[src/rtl/spi_slave_regfile_pkg.sv]
// Shared constants and types for the SPI register-file slave.
package spi_regfile_pkg;

  // Command byte layout, MSB first on the wire.
  localparam int CMD_W        = 8;
  localparam int CMD_RD_BIT   = 7;
  localparam int CMD_INC_BIT  = 6;
  localparam int CMD_ADDR_LSB = 0;
  localparam int CMD_ADDR_W   = 6;

  // Bit counter wide enough for the largest legal word (32 bits).
  localparam int CNT_W = 6;

  typedef enum logic [1:0] {
    CMD   = 2'd0,
    WRITE = 2'd1,
    READ  = 2'd2
  } state_t;

endpackage

[src/rtl/spi_bit_engine.sv]
// Serial bit engine: bit counter, rx/tx shift registers and the
// falling-edge MISO register. All state here belongs to the current
// transaction and is cleared whenever txn_rst_n is low.
module spi_bit_engine
  import spi_regfile_pkg::*;
#(
  parameter int DATA_W = 8
) (
  input  logic              SPI_clk_x,
  input  logic              txn_rst_n,
  input  logic              SPI_mosi_i,
  input  logic              data_phase,
  input  logic              rd_phase,
  input  logic              tx_load,
  input  logic [DATA_W-1:0] tx_word,
  output logic              cmd_done,
  output logic              word_done,
  output logic [DATA_W-1:0] rx_word,
  output logic              SPI_miso_o
);

  logic [CNT_W-1:0]  bit_cnt;
  logic [DATA_W-2:0] rx_sr;
  logic [DATA_W-1:0] tx_sr;

  // The incoming bit is appended combinationally so the full word is
  // available on the very edge that samples its last bit.
  assign rx_word   = {rx_sr, SPI_mosi_i};
  assign cmd_done  = !data_phase && (bit_cnt == CNT_W'(CMD_W - 1));
  assign word_done = data_phase && (bit_cnt == CNT_W'(DATA_W - 1));

  // Bit counter: counts the command byte, then each data word.
  always_ff @(posedge SPI_clk_x or negedge txn_rst_n) begin
    if (!txn_rst_n) begin
      bit_cnt <= '0;
    end else if (cmd_done || word_done) begin
      bit_cnt <= '0;
    end else begin
      bit_cnt <= bit_cnt + CNT_W'(1);
    end
  end

  // Receive shift register, MSB first.
  always_ff @(posedge SPI_clk_x or negedge txn_rst_n) begin
    if (!txn_rst_n) begin
      rx_sr <= '0;
    end else begin
      rx_sr <= rx_word[DATA_W-2:0];
    end
  end

  // Transmit shift register: load a fresh word or shift left.
  always_ff @(posedge SPI_clk_x or negedge txn_rst_n) begin
    if (!txn_rst_n) begin
      tx_sr <= '0;
    end else if (tx_load) begin
      tx_sr <= tx_word;
    end else begin
      tx_sr <= {tx_sr[DATA_W-2:0], 1'b0};
    end
  end

  // MISO changes on the falling edge so the master samples it stable.
  always_ff @(negedge SPI_clk_x or negedge txn_rst_n) begin
    if (!txn_rst_n) begin
      SPI_miso_o <= 1'b0;
    end else begin
      SPI_miso_o <= rd_phase ? tx_sr[DATA_W-1] : 1'b0;
    end
  end

endmodule

[src/rtl/spi_slave_regfile.sv]
// SPI mode-0 slave exposing a DEPTH x DATA_W register file with
// command-byte addressing, burst auto-increment and MISO read-back.
//
// Event protocol toward the consumer: wr_toggle_o inverts once per
// committed write word; the word in reg_data_o at wr_addr_o is stable
// by the time the consumer observes the toggle edge after synchronising it.
module spi_slave_regfile
  import spi_regfile_pkg::*;
#(
  parameter int              DATA_W    = 8,
  parameter int              DEPTH     = 8,
  parameter logic [DATA_W-1:0] RESET_VAL = '0,
  localparam int             ADDR_W    = $clog2(DEPTH)
) (
  input  logic                    SPI_clk_x,
  input  logic                    HRESETn,
  input  logic                    SPI_ss_i,
  input  logic                    SPI_mosi_i,
  output logic                    SPI_miso_o,
  output logic [DEPTH*DATA_W-1:0] reg_data_o,
  output logic [ADDR_W-1:0]       wr_addr_o,
  output logic                    wr_toggle_o,
  output logic                    busy_o
);

  // Transaction state clears on reset or whenever slave select is high.
  logic txn_rst_n;
  assign txn_rst_n = HRESETn & ~SPI_ss_i;

  state_t                state_q, state_d;
  logic                  cmd_done, word_done, tx_load;
  logic [DATA_W-1:0]     rx_word, tx_word;
  logic [CMD_W-1:0]      cmd_byte;
  logic [CMD_ADDR_W-1:0] cmd_addr;
  logic                  cmd_oor;
  logic [ADDR_W-1:0]     addr_q, next_addr;
  logic                  oor_q, inc_q;
  logic [DATA_W-1:0]     regs [DEPTH];

  assign cmd_byte = rx_word[CMD_W-1:0];
  assign cmd_addr = cmd_byte[CMD_ADDR_LSB +: CMD_ADDR_W];
  assign cmd_oor  = int'(cmd_addr) >= DEPTH;
  assign busy_o   = (state_q != CMD);
  assign tx_load  = (cmd_done && cmd_byte[CMD_RD_BIT]) || (word_done && state_q == READ);

  spi_bit_engine #(.DATA_W(DATA_W)) u_engine (
    .SPI_clk_x  (SPI_clk_x),
    .txn_rst_n  (txn_rst_n),
    .SPI_mosi_i (SPI_mosi_i),
    .data_phase (busy_o),
    .rd_phase   (state_q == READ),
    .tx_load    (tx_load),
    .tx_word    (tx_word),
    .cmd_done   (cmd_done),
    .word_done  (word_done),
    .rx_word    (rx_word),
    .SPI_miso_o (SPI_miso_o)
  );

  // State register.
  always_ff @(posedge SPI_clk_x or negedge txn_rst_n) begin
    if (!txn_rst_n) begin
      state_q <= CMD;
    end else begin
      state_q <= state_d;
    end
  end

  // Next state: leave CMD once the command byte is complete.
  always_comb begin
    state_d = state_q;
    if (state_q == CMD && cmd_done) begin
      state_d = cmd_byte[CMD_RD_BIT] ? READ : WRITE;
    end
  end

  // Address of the word after the current one, wrapping at DEPTH-1.
  always_comb begin
    next_addr = addr_q;
    if (inc_q) begin
      next_addr = (addr_q == ADDR_W'(DEPTH - 1)) ? '0 : addr_q + ADDR_W'(1);
    end
  end

  // Word to present on MISO next; out-of-range addresses read as zero.
  always_comb begin
    tx_word = '0;
    if (cmd_done) begin
      if (!cmd_oor) tx_word = regs[cmd_addr[ADDR_W-1:0]];
    end else if (!oor_q) begin
      tx_word = regs[next_addr];
    end
  end

  // Address pointer, captured from the command and stepped per word.
  // An out-of-range command stays out of range for the whole burst.
  always_ff @(posedge SPI_clk_x or negedge txn_rst_n) begin
    if (!txn_rst_n) begin
      addr_q <= '0;
      oor_q  <= 1'b0;
      inc_q  <= 1'b0;
    end else if (cmd_done) begin
      addr_q <= cmd_addr[ADDR_W-1:0];
      oor_q  <= cmd_oor;
      inc_q  <= cmd_byte[CMD_INC_BIT];
    end else if (word_done) begin
      addr_q <= next_addr;
    end
  end

  // Register file commit; only a full word in WRITE at a valid address lands.
  always_ff @(posedge SPI_clk_x or negedge HRESETn) begin
    if (!HRESETn) begin
      for (int i = 0; i < DEPTH; i++) regs[i] <= RESET_VAL;
      wr_addr_o   <= '0;
      wr_toggle_o <= 1'b0;
    end else if (word_done && state_q == WRITE && !oor_q) begin
      regs[addr_q] <= rx_word;
      wr_addr_o    <= addr_q;
      wr_toggle_o  <= ~wr_toggle_o;
    end
  end

  for (genvar g = 0; g < DEPTH; g++) begin : g_pack
    assign reg_data_o[g*DATA_W +: DATA_W] = regs[g];
  end

endmodule

[config.mk]
export PLATFORM = sky130hd
export DESIGN_NAME = spi_slave_regfile
export DESIGN_NICKNAME = d
export VERILOG_FILES = /design/src/rtl/spi_slave_regfile_pkg.sv /design/src/rtl/spi_bit_engine.sv /design/src/rtl/spi_slave_regfile.sv
export SDC_FILE = /design/constraint.sdc
export NUM_CORES = 1
export LEC_CHECK = 0
export CORE_AREA = 3 3 102 104
export DETAILED_ROUTE_END_ITERATION = 8
export DIE_AREA = 0 0 105 107
export PLACE_DENSITY = 0.79
export SLEW_MARGIN = 20
export SYNTH_ARGS = -nofsm -noshare
export SYNTH_HDL_FRONTEND = slang
export SYNTH_SLANG_ARGS = --single-unit
[constraint.sdc]
create_clock -name SPI_clk_x -period 3.01 [get_ports SPI_clk_x]
set_clock_uncertainty 0.15 [all_clocks]
set_input_delay 0.602 -clock SPI_clk_x [delete_from_list [all_inputs] [get_ports SPI_clk_x]]
set_output_delay 0.602 -clock SPI_clk_x [all_outputs]
set_load 0.01 [all_outputs]
==> implementation parameters <==
Parameter                              Value

STA
  Final count of hold timing violations ... 0
  Actual transition at the worst max-transition pin ... roughly 1 ns
  Worst slew slack as a fraction of its limit ... 0.351
  Setup repair after global routing missed its margin ... true
  Setup violators final ... 1
  Slew Viols, Final ... 0
  Post-route worst setup slack ... -0.0886 ns

Route
  Sum of routed wire length over all layers ... approximately 14 mm
  WL per Instance ... 21.6 um
  Vias ... between 4,000 and 5,000
  Routed length on met3 ... ~1.2 mm
  Number of violations reported at the end of detailed-routing iteration 0 ... 537
  Pre-antenna DRT Iters ... 8
  Top layer in use ... met4
  Drt drc ... 0
  M1 WL ... about 5.7 mm
  Number of nets with antenna violations after detailed routing ... 0
  Routed wire length on met2 ... approximately 6.9 mm
  Routed vias/inst ... between 6 and 7

Worst hold path
  Type of the tightest min-delay check ... in2async

Floorplanning
  Initial Util ... 0.546
  Die footprint ... between 10,000 and 15,000 um2
  Core area ... between 9000 and 10,000 um2
  Die Span X ... 105 um
  Standard-cell row count ... 36
  Number of I/O pins ... 74
  Overall die height ... roughly 110 um

Synthesis
  Synth top area share ... 0.456
  Syn Area/Cell ... roughly 12 um2
  Largest area contributor in the netlist ... sky130_fd_sc_hd__dfrtp_1
  Post-Synthesis Cells ... 451
  Number of synthesized register bits ... just under 100
  Synth warn ... 0
  Distinct cell type count of the synthesized netlist ... 48
  Sequential-to-total area share from yosys stat ... 0.461
  Synth top area cells ... sky130_fd_sc_hd__dfrtp_1 (46%), sky130_fd_sc_hd__mux2_2 (16%), sky130_fd_sc_hd__mux4_2 (7.3%)
  Async set-or-reset flop fraction in the synthesized netlist ... 1.00
  Post-Synthesis Cell Area ... between 5000 and 6000 um2
  Post-synthesis net count ... around 460
  Most frequently used flop master after synthesis ... sky130_fd_sc_hd__dfrtp_1
  Number of flops mapped to enable cells by yosys ... 0

Critical path
  Number of buffers and inverters on the critical path ... 1
  Critical path start-end classification ... reg2out
  Critical Path End Type ... output pin
  Required time reported for the critical path endpoint ... 2.26 ns
  Cells traversed along the worst timing path ... buf_2
  Crit path arrival time ... 2.35 ns
  Family of cells with the greatest summed delay on the critical path ... flip-flops
  Critical path launch point type ... flop
  CP max FO ... 1
  Critical Path Slowest Stage Cell ... sky130_fd_sc_hd__dfrtn_1
  Critical path's largest stage delay ... approximately 0.38 ns

Cells and area
  Layout filler cell count ... ~760
  Post-layout instance area ... between 6000 and 7000 um2
  Number of nets in the finished design ... around 530
  Share of final-layout standard cells stronger than drive strength 1 ... 0.276
  Area growth from synthesis to layout ... 21.3%
  Final instance count without filler cells ... between 600 and 700
  Number of diodes added for antenna fixing ... 0

Place
  Dpl cell area ... a little over 6000 um2
  Placed insts ... 644
  Worst slack at placement ... -0.131 ns
  Final HPWL from detailed placement ... about 9.4 mm
  Count of buffers from port buffering ... 73
  Gp weighted congestion ... 0.887

Global routing
  Number of global-route vias before repair ... roughly 4,200
  Pin count of the biggest net entering global routing ... between 60 and 70
  Aggregate global-route resource usage ... 0.260
  Global-route wire length before repair ... about 23 mm
  Total global routing overflow ... 0
  Number of antenna violations at the first check in global routing ... 0

Pwr
  Peak VDD IR ... about 0.00035 V
  Power Dens Cells ... 541 nW/um2
  Leakage Power ... around 2.8 nW

Clocking
  CTS tree ... yes
  Setup repair bufs after CTS ... 0
  Source-to-sink clock delay at the later pin of the worst-skew pair ... between 0.3 and 0.4 ns
  Clock buffer count from CTS ... 9
  Hold buffer count at CTS ... 0
  TritonCTS Sinks ... 97
  Master cell of the clock root buffer ... sky130_fd_sc_hd__clkbuf_8
  Post-CTS clock slew at the launch and capture registers of the worst setup and hold paths ... around 0.090 ns
  Max Root-Sink Buffers ... 2
  CTS H-tree lvls ... 3

Run
  Max-cap violation count ... 0

Outcome
  Outcome ... complete, but fails checks
  Violations in the final reports ... negative setup slack
==> state kept, by name, summed over array words and instances, names as in the netlist <==
name,cells
addr_q,3
inc_q,1
oor_q,1
reg_data_o,64
state_q,2
u_engine.SPI_miso_o,1
u_engine.bit_cnt,6
u_engine.rx_sr,7
u_engine.tx_sr,8
wr_addr_o,3
wr_toggle_o,1
==> cell families after synthesis <==
kind of cell | after synthesis | share of synthesized area
DFF | 97 | 0.461
adders and majority gates | 3 | 0.00713
muxes | 92 | 0.233
and+or+nand+nor | 102 | 0.120
AOI/OAI and AO/OA | 104 | 0.132
buffers and inverters | 48 | 0.0380
xor gates and xnor gates | 5 | 0.00832
==> cell usage in the layout (no fill, tap or decap), types with 2 or more instances in the layout <==
cell	instances
sky130_fd_sc_hd__o21ai_0	34
sky130_fd_sc_hd__clkbuf_8	10
sky130_fd_sc_hd__inv_1	12
sky130_fd_sc_hd__a211oi_1	8
sky130_fd_sc_hd__xor2_1	3
sky130_fd_sc_hd__nor2_1	22
sky130_fd_sc_hd__a21oi_1	11
sky130_fd_sc_hd__nor3_1	15
sky130_fd_sc_hd__and2_1	3
sky130_fd_sc_hd__nor2_2	2
sky130_fd_sc_hd__nand3b_1	7
sky130_fd_sc_hd__o21a_1	2
sky130_fd_sc_hd__clkdlybuf4s50_1	71
sky130_fd_sc_hd__nor2b_1	3
sky130_fd_sc_hd__nand3b_4	2
sky130_fd_sc_hd__nand2b_1	15
sky130_fd_sc_hd__nand3_1	5
sky130_fd_sc_hd__mux4_2	17
sky130_fd_sc_hd__a31oi_1	14
sky130_fd_sc_hd__ha_1	3
sky130_fd_sc_hd__a21o_1	2
sky130_fd_sc_hd__dfrtp_1	96
sky130_fd_sc_hd__buf_4	22
sky130_fd_sc_hd__xnor2_1	2
sky130_fd_sc_hd__nand2_1	14
sky130_fd_sc_hd__mux2_2	74
sky130_fd_sc_hd__buf_2	2
sky130_fd_sc_hd__o311a_1	7
sky130_fd_sc_hd__a22o_1	2
sky130_fd_sc_hd__nor3b_4	3
sky130_fd_sc_hd__a32oi_1	7
sky130_fd_sc_hd__o211ai_1	7
sky130_fd_sc_hd__o221ai_1	7
sky130_fd_sc_hd__clkinvlp_4	2
==> repair_timing <==
item                                    in CTS  in global routing
endpoints found under the setup margin       1                  1
cloned                                       0                  0
gates resized for setup                      4                  0
==> report_power, final <==
| part | switching (mW) | total, mW | internal [mW] |
|---|---|---|---|
| clock network | 0.455 | 0.859 | 0.404 |
| logic | 0.722 | 1.16 | 0.438 |
| registers | 0.0812 | 1.44 | 1.36 |
| total | 1.26 | 3.46 | 2.20 |
==> through the flow <==
step                      power [mW]   util  hold WS, ns  TNS [ns]
after CTS                       3.42  0.662        0.289   -0.0916
after global placement          2.54  0.643        0.307    -0.139
after detailed placement        2.57  0.643        0.314    -0.131
final                           3.46  0.662        0.264   -0.0886
after floorplan                 2.24      -        0.156         0
after global routing            3.61  0.662        0.324    -0.116
==> layout make-up <==
class                           instances  area, um2  area share
Sequential cell                        97       2430       0.380
Timing Repair Buffer                   96        906       0.142
Inverter                               12       45.0     0.00706
Clock inverter                          4       53.8     0.00843
Clock buffer                           11        141      0.0221
Tap cell                              133        166      0.0261
Multi-Input combinational cell        306       2640       0.414
==> per-layer routing <==
metal | GRT usage | vias to the layer above
li1 | - | 1829
met1 | 0.350 | 2154
met2 | 0.420 | 259
met3 | 0.0530 | 50
met4 | 0.0975 | 0
met5 | 0 | -
==> synth_stat cells, drive strengths merged (2+ instances only) <==
library cell  count
a21oi            11
a21o              2
o221ai            7
xor2              3
xnor2             2
nor2b             4
and2              3
o21ai            34
a32oi             7
nand2b           15
mux2             75
a31oi            14
inv              12
o211ai            7
nor3b             4
a211oi            9
buf              19
dfrtp            96
nor2             24
nor3             15
clkbuf           17
ha                3
o21a              2
o311a             7
nand3             6
nand3b            9
nand2            16
a22o              2
mux4             17
==> final timing paths <==
| kind | start | end | slack, ns | cells after the start |
|---|---|---|---|---|
| max | u_engine.SPI_miso_o$_DFF_NN0_ | SPI_miso_o | -0.09 | 1 |
| min | HRESETn | u_engine.rx_sr[3]$_DFF_PN0_ | 0.26 | 3 |
| min reg2reg | wr_toggle_o$_DFFE_PN0P_ | wr_toggle_o$_DFFE_PN0P_ | 0.32 | 1 |
| min in group SPI_clk_x | wr_toggle_o$_DFFE_PN0P_ | wr_toggle_o$_DFFE_PN0P_ | 0.32 | 1 |
| max reg2reg | addr_q[0]$_DFFE_PN0N_ | u_engine.tx_sr[7]$_DFF_PN0_ | 0.26 | 8 |
| max in group asynchronous | SPI_ss_i | u_engine.SPI_miso_o$_DFF_NN0_ | 0.83 | 2 |
Power figures use the tool's default switching activity.
